### config.mk
export PLATFORM = sky130hd
export DESIGN_NAME = comparator_serial_msb_flat
export DESIGN_NICKNAME = d
export VERILOG_FILES = /design/src/rtl/comparator_serial_msb_if.sv /design/src/rtl/comparator_serial_msb.sv /design/src/flat_wrapper.sv
export SDC_FILE = /design/constraint.sdc
export NUM_CORES = 1
export LEC_CHECK = 0
export ABC_AREA = 0
export CAP_MARGIN = 5
export CORE_ASPECT_RATIO = 0.9
export CORE_MARGIN = 3
export CORE_UTILIZATION = 30
export DETAILED_ROUTE_END_ITERATION = 10
export GPL_TIMING_DRIVEN = 0
export PLACE_DENSITY_LB_ADDON = 0.25
export SLEW_MARGIN = 20
export SYNTH_ARGS = -nofsm -noshare
export SYNTH_HDL_FRONTEND = slang
export SYNTH_SLANG_ARGS = --single-unit
### constraint.sdc
create_clock -name clk -period 1.2 [get_ports clk]
set_input_delay 0.24 -clock clk [delete_from_list [all_inputs] [get_ports clk]]
set_output_delay 0.24 -clock clk [all_outputs]
set_load 0.03 [all_outputs]
### src/rtl/comparator_serial_msb_if.sv
// Handshake and result bundle between a serial bit source and comparator_serial_msb.
// The master side drives start and the bit pairs; the slave side returns ready, status and the result.
interface comparator_serial_msb_if;
    logic       start;
    logic       bit_valid;
    logic       a_bit;
    logic       b_bit;
    logic       bit_ready;
    logic       busy;
    logic       done;
    logic [2:0] y;

    modport master (
        output start, bit_valid, a_bit, b_bit,
        input  bit_ready, busy, done, y
    );

    modport slave (
        input  start, bit_valid, a_bit, b_bit,
        output bit_ready, busy, done, y
    );
endinterface

### src/rtl/comparator_serial_msb.sv
// MSB-first bit-serial unsigned magnitude comparator, result code {gt,lt,eq}.
// Optional macro COMPARE_EARLY_DONE_EN: finish on the first differing bit pair.
module comparator_serial_msb #(
    parameter int WIDTH = 8
) (
    input  logic                   clk,
    input  logic                   rst,
    comparator_serial_msb_if.slave io_bus
);
    localparam int CW = $clog2(WIDTH + 1);

    typedef enum logic [1:0] {S_IDLE, S_SHIFT, S_DONE} state_t;

    state_t          r_state;
    state_t          w_state_next;
    logic [CW-1:0]   r_cnt;
    logic [CW-1:0]   w_cnt_next;
    logic [2:0]      r_result;
    logic [2:0]      w_result_next;
    logic [2:0]      r_y;
    logic [2:0]      w_y_next;
    logic            r_ready;
    logic            r_busy;
    logic            r_done;
    logic            w_accept;
    logic            w_last;
    logic [2:0]      w_beat_result;

    assign w_accept = io_bus.bit_valid && (r_state == S_SHIFT);
    assign w_last   = (r_cnt == CW'(WIDTH - 1));

    // The first differing pair decides; once decided the result is frozen.
    always_comb begin
        w_beat_result = r_result;
        if ((r_result == 3'b001) && (io_bus.a_bit != io_bus.b_bit))
            w_beat_result = io_bus.a_bit ? 3'b100 : 3'b010;
    end

    always_comb begin
        w_state_next  = r_state;
        w_cnt_next    = r_cnt;
        w_result_next = r_result;
        w_y_next      = r_y;
        case (r_state)
            S_IDLE: begin
                if (io_bus.start) begin
                    w_state_next  = S_SHIFT;
                    w_cnt_next    = '0;
                    w_result_next = 3'b001;
                    w_y_next      = 3'b000;
                end
            end
            S_SHIFT: begin
                if (w_accept) begin
                    w_cnt_next    = r_cnt + CW'(1);
                    w_result_next = w_beat_result;
                    if (w_last) begin
                        w_state_next = S_DONE;
                        w_y_next     = w_beat_result;
                    end
`ifdef COMPARE_EARLY_DONE_EN
                    else if (w_beat_result != 3'b001) begin
                        w_state_next = S_DONE;
                        w_y_next     = w_beat_result;
                    end
`endif
                end
            end
            S_DONE: begin
                w_state_next = S_IDLE;
            end
            default: begin
                w_state_next = S_IDLE;
            end
        endcase
    end

    // Status flags are registered from the next state so no input reaches an output combinationally.
    always_ff @(posedge clk or posedge rst) begin
        if (rst) begin
            r_state  <= S_IDLE;
            r_cnt    <= '0;
            r_result <= 3'b001;
            r_y      <= 3'b000;
            r_ready  <= 1'b0;
            r_busy   <= 1'b0;
            r_done   <= 1'b0;
        end else begin
            r_state  <= w_state_next;
            r_cnt    <= w_cnt_next;
            r_result <= w_result_next;
            r_y      <= w_y_next;
            r_ready  <= (w_state_next == S_SHIFT);
            r_busy   <= (w_state_next != S_IDLE);
            r_done   <= (w_state_next == S_DONE);
        end
    end

    assign io_bus.bit_ready = r_ready;
    assign io_bus.busy      = r_busy;
    assign io_bus.done      = r_done;
    assign io_bus.y         = r_y;
endmodule
### src/flat_wrapper.sv
// flat-port wrapper written by rule: the top's interface ports become plain ports
module comparator_serial_msb_flat 
#(
    parameter int WIDTH = 8
)
  (clk, rst, io_bus_start, io_bus_bit_valid, io_bus_a_bit, io_bus_b_bit, io_bus_bit_ready, io_bus_busy, io_bus_done, io_bus_y);
  comparator_serial_msb_if io_bus_i ();
  input  logic clk;
  input  logic rst;
  input wire logic [$bits(io_bus_i.start)-1:0] io_bus_start;
  input wire logic [$bits(io_bus_i.bit_valid)-1:0] io_bus_bit_valid;
  input wire logic [$bits(io_bus_i.a_bit)-1:0] io_bus_a_bit;
  input wire logic [$bits(io_bus_i.b_bit)-1:0] io_bus_b_bit;
  output wire logic [$bits(io_bus_i.bit_ready)-1:0] io_bus_bit_ready;
  output wire logic [$bits(io_bus_i.busy)-1:0] io_bus_busy;
  output wire logic [$bits(io_bus_i.done)-1:0] io_bus_done;
  output wire logic [$bits(io_bus_i.y)-1:0] io_bus_y;
  assign io_bus_i.start = io_bus_start;
  assign io_bus_i.bit_valid = io_bus_bit_valid;
  assign io_bus_i.a_bit = io_bus_a_bit;
  assign io_bus_i.b_bit = io_bus_b_bit;
  assign io_bus_bit_ready = io_bus_i.bit_ready;
  assign io_bus_busy = io_bus_i.busy;
  assign io_bus_done = io_bus_i.done;
  assign io_bus_y = io_bus_i.y;
  comparator_serial_msb #(.WIDTH(WIDTH)) u_core (.clk(clk), .rst(rst), .io_bus(io_bus_i));
endmodule
# Word-level counts from Yosys, hierarchy flattened
# Cells that the tools add are included.
# totals
out_inout_bits	6
register_bits	15
inputBits	6
wordCells	40
# op_classes
eq_ne	9
add_sub_neg	1
n_reduce_logical	7
mux	16
# op_table
cell	count
$mux W3	7
$pmux W3 S2	2
$mux W4	2
$pmux W4 S2	1
$mux W2	3
$add A4 B1 Y4 const B	1
$eq A2 B1 Y1 const B	2
$eq A4 B3 Y1 const B	1
$ne A2 B1 Y1 const B	2
$pmux W2 S2	1
$reduce_and A4 Y1	1
$reduce_bool A2 Y1	2
$eq A3 B1 Y1 const B	1
$reduce_and A3 Y1	1
$eq A2 B2 Y1 const B	1
$logic_and A1 B1 Y1	2
$logic_not A2 Y1	1
$ne A2 B2 Y1 const B	1
$ne A1 B1 Y1	1

# Depth between registers and ports, before layout
# depth
word_depth	6
ltp_mapped	4

# Worst setup path after synthesis
# No wires, ideal clock.
# synth_timing
path_type	register to register
startpoint	reg u_core.r_state[1]
endpoint	reg u_core.r_result[2]
synth_period_minus_slack_ns	1.204
path_slack_ns	-0.004
t_arrival_ns	1.083
setup_time_ns	0.121
stages_incl_launch_ff	3
cell_sequence	dfrtp_1 or3b_4 a22o_1
# synth_via
elab_chain_len	4
elab_cells_between_ends	8
# synth_lines
item	line	text
from (decl)	comparator_serial_msb.sv:14	state_t r_state;
from (signal assigned)	comparator_serial_msb.sv:89	r_state <= w_state_next;
$eq A2 B1 Y1	comparator_serial_msb.sv:29, comparator_serial_msb.sv:44	
$logic_and A1 B1 Y1	comparator_serial_msb.sv:29	assign w_accept = io_bus.bit_valid && (r_state == S_SHIFT);
$ne A2 B1 Y1 (no source line)	n/a	
$reduce_and A3 Y1 (no source line)	n/a	
to (signal assigned)	comparator_serial_msb.sv:91	r_result <= w_result_next;
to (decl)	comparator_serial_msb.sv:18	logic [2:0] r_result;
# Several ways; a longest one is shown, not always the timed one.
# A chain may end at the register's enable or synchronous reset.

# Worst setup path after layout
# Ends and elaborated chain as after synthesis.

==> impl_metrics.json <==
{
  "status": "finished with violations",
  "violations": "setup timing",
  "grt_pass1_vias": 590,
  "remaining_drc_errors": 0,
  "maxSlewViolCount": 0,
  "syn_area_um2": 688,
  "antenna_found_initial": 0,
  "clock_sinks": 15,
  "tightest_slew_ps": 582,
  "power_density_nw_per_um2": 2380,
  "dpl.hpwl_um": 935,
  "finalCriticalPeriod_ps": 1240,
  "numCtsBuffers": 3,
  "finalCritPeriodShare_pct": 103,
  "m1WireLength_um": 665,
  "end_kind": "flip-flop",
  "timing.hold.ws_ps": 305,
  "seq_power_share_pct": 40.2,
  "top_layer": "met4",
  "fin_nets": 93,
  "netlist_instances": 61,
  "ctsRootBufferMaster": "clkbuf_4",
  "setup_viol": 5,
  "io_pins": 12,
  "yosysWarnings": 0,
  "crit_fanout": 6,
  "switching_share_pct": 38.7,
  "insertion_delay_ps": 280,
  "switchingPower_mw": 0.904,
  "clkTransAtPathRegs_ps": 90,
  "avgSynthCellArea_um2": 11.3,
  "start_util_pct": 33.6,
  "synth.largest_area_cell": "dfrtp_1",
  "critPathKind": "flip-flop to flip-flop",
  "path_cells": "or3b_4 -> a22o_1",
  "placed_cells": 97,
  "synth.ff_latch_count": 15,
  "power_frac_comb_pct": 47.3,
  "hold_viol": 0,
  "drtPass1Iterations": 4,
  "max_freq_mhz": 809,
  "cts_hold_buf": 0,
  "leakagePower_nw": 0.440,
  "synth.top_cell.area_share_pct": 50.9,
  "clock_path_buffers": 2,
  "synth_fp_nets": 68,
  "crit_slowest_cell": "dfrtp_2",
  "htreeDepth": 1,
  "synth_ff_type": "dfrtp_1",
  "design_power_total_mw": 2.33,
  "gp_congestion": 0.694,
  "grt_pass1_wl_um": 2680,
  "die_y_um": 51.4,
  "diodes": 0,
  "cp_data_required_time_ps": 1380,
  "tritoncts": "built",
  "p_int_mw": 1.43,
  "synth_edf_count": 0,
  "row_count": 15,
  "yosysUniqueCellTypes": 26,
  "grt_max_degree": 16,
  "pwr-share-clk_pct": 12.5,
  "gr-usage-all-layers_pct": 12.1,
  "worstHoldPathType": "input port to asynchronous set/reset pin",
  "arrival_ps": 1410,
  "yosys-top-cells-area": "dfrtp_1, mux2i_1, nor2_1, dfstp_2, nand2_1",
  "async_flop_share_pct": 100,
  "ir_drop_mv": 0.923,
  "crit_path_start_kind": "flip-flop",
  "drt_wl_total_um": 1490,
  "met3_length_um": 69,
  "yosysSeqAreaShare_pct": 54.7,
  "cpPeakStageDelay_ps": 460,
  "drive_gt1_share_pct": 43.5,
  "route.met2.wl_um": 732,
  "rsz0062_at_grt": "yes",
  "drv_cap": 0,
  "fin_worst_skew_ps": 4.24,
  "coreArea_um2": 2050,
  "drtIter0Drc": 7,
  "syn_to_final_growth_pct": 42.5,
  "ys_top_cells_by_count": "dfrtp_1, nor2_1, nand2_1",
  "die-area_um2": 2910,
  "die_w_um": 56.5,
  "place.port_buffers": 11,
  "yosysMostFrequentCell": "dfrtp_1",
  "antenna_left": 0,
  "post_drt_via_cell_ratio": 5.14,
  "stdcell_count": 110,
  "setup_slack_ps": -36.6,
  "num_vias": 565,
  "avgRoutedWirePerCell_um": 13.5,
  "overflow": 0,
  "maxSlewHeadroom_pct": 61.1,
  "reg2regPathDepth": 2
}
## per-stage QoR
stage          instance area [um2]  setup slack [ps]  TNS [ps]  utilization (%)
2_1_floorplan                  689              5.26         0                -
3_3_place_gp                   831              -378     -2650             40.6
3_5_place_dp                   831              -352     -2790             40.6
4_1_cts                        953             -74.1      -274             46.6
5_1_grt                        981             -93.1      -373             48.0
6_report                       981             -36.6     -78.6             48.0
## power groups by stage
stage	logic [mW]	clock network [mW]	registers (mW)
finish	1.10	0.293	0.938
detailed placement	0.808	0	0.916
CTS	1.00	0.308	0.924
global route	1.21	0.332	0.973
floorplan	0.433	0	1.02
global placement	0.800	0	0.908
## state kept, by name, indices dropped and copies added, names as in the netlist
register                 flops
u_core.io_bus.busy           1
u_core.io_bus.y              3
u_core.io_bus.bit_ready      1
u_core.r_result              3
u_core.r_state               2
u_core.r_cnt                 4
u_core.io_bus.done           1
## path summary, 6_finish.rpt
kind	endpoint	slack, ps	startpoint
setup / recovery	u_core.r_result[2]	-40	u_core.r_state[1]
hold / removal	u_core.io_bus.y[2]	310	rst
setup reg to reg	u_core.r_result[2]	-40	u_core.r_state[1]
hold reg to reg	u_core.r_cnt[3]	480	u_core.r_cnt[3]
max in group asynchronous	u_core.r_state[1]	480	rst
min in group clk	u_core.r_cnt[3]	480	u_core.r_cnt[3]
## cell families after synthesis
group	synth area share, %
flops	54.7
buf+inv	3.27
mux	6.00
simple gates	23.6
xor+xnor	1.27
fa+ha+maj	1.82
compound gates	9.27
## worst max-delay path, delay by kind of cell (launching register included)
family             cells  cell delay [ps]
DFF                    1              460
and+or+nand+nor        1              440
AOI/OAI and AO/OA      1              220
## layout make-up
cell class / count / area [um2]
Tap cell: 25 / 31.3
Fill cell: 204 / 1060
Clock inverter: 1 / 5.00
Timing Repair Buffer: 21 / 171
Multi-Input combinational cell: 42 / 360
Clock buffer: 3 / 22.5
Inverter: 3 / 11.3
Sequential cell: 15 / 379
## cell usage in the layout, fill, tap and decap left out
| cell | Yosys | layout |
|---|---|---|
| buf_6 | 1 | 1 |
| nor3_1 | 2 | 2 |
| a22o_1 | 3 | 3 |
| nand4b_4 | 0 | 1 |
| buf_2 | 0 | 6 |
| nand3_1 | 1 | 1 |
| nor2b_1 | 1 | 1 |
| o21ai_0 | 1 | 1 |
| o21bai_2 | 0 | 1 |
| nor3b_2 | 0 | 1 |
| nor2_1 | 8 | 6 |
| clkinv_2 | 0 | 1 |
| a21oi_2 | 0 | 1 |
| nor4bb_4 | 0 | 1 |
| clkbuf_4 | 0 | 3 |
| mux2i_1 | 3 | 3 |
| dfstp_2 | 1 | 1 |
| o32ai_1 | 1 | 1 |
| nor3_4 | 1 | 1 |
| buf_12 | 0 | 1 |
| or3b_4 | 1 | 1 |
| xnor2_1 | 1 | 1 |
| nand4_1 | 1 | 1 |
| mux2_4 | 0 | 1 |
| nor2_2 | 0 | 2 |
| dfrtp_1 | 14 | 12 |
| a21oi_1 | 2 | 1 |
| inv_1 | 3 | 3 |
| a31oi_2 | 0 | 1 |
| clkdlybuf4s50_1 | 0 | 5 |
| nor4bb_2 | 0 | 1 |
| dfrtp_2 | 0 | 2 |
| and3b_2 | 0 | 1 |
| nand2_1 | 7 | 7 |
| buf_4 | 0 | 8 |
| ha_4 | 0 | 1 |
## routing by layer
layer | track usage [%] | vias up
li1 | - | 268
met4 | 5.14 | 0
met3 | 4.04 | 4
met5 | 0 | -
met2 | 19.8 | 12
met1 | 14.4 | 281
## repair_timing
item	in CTS	in global routing
buffers inserted	7	3
endpoints found under the setup margin	13	18
gates resized for setup	28	18
hold endpoints to repair	0	0
pin swaps	4	7
No activity file was read; power rests on OpenSTA's default activity.
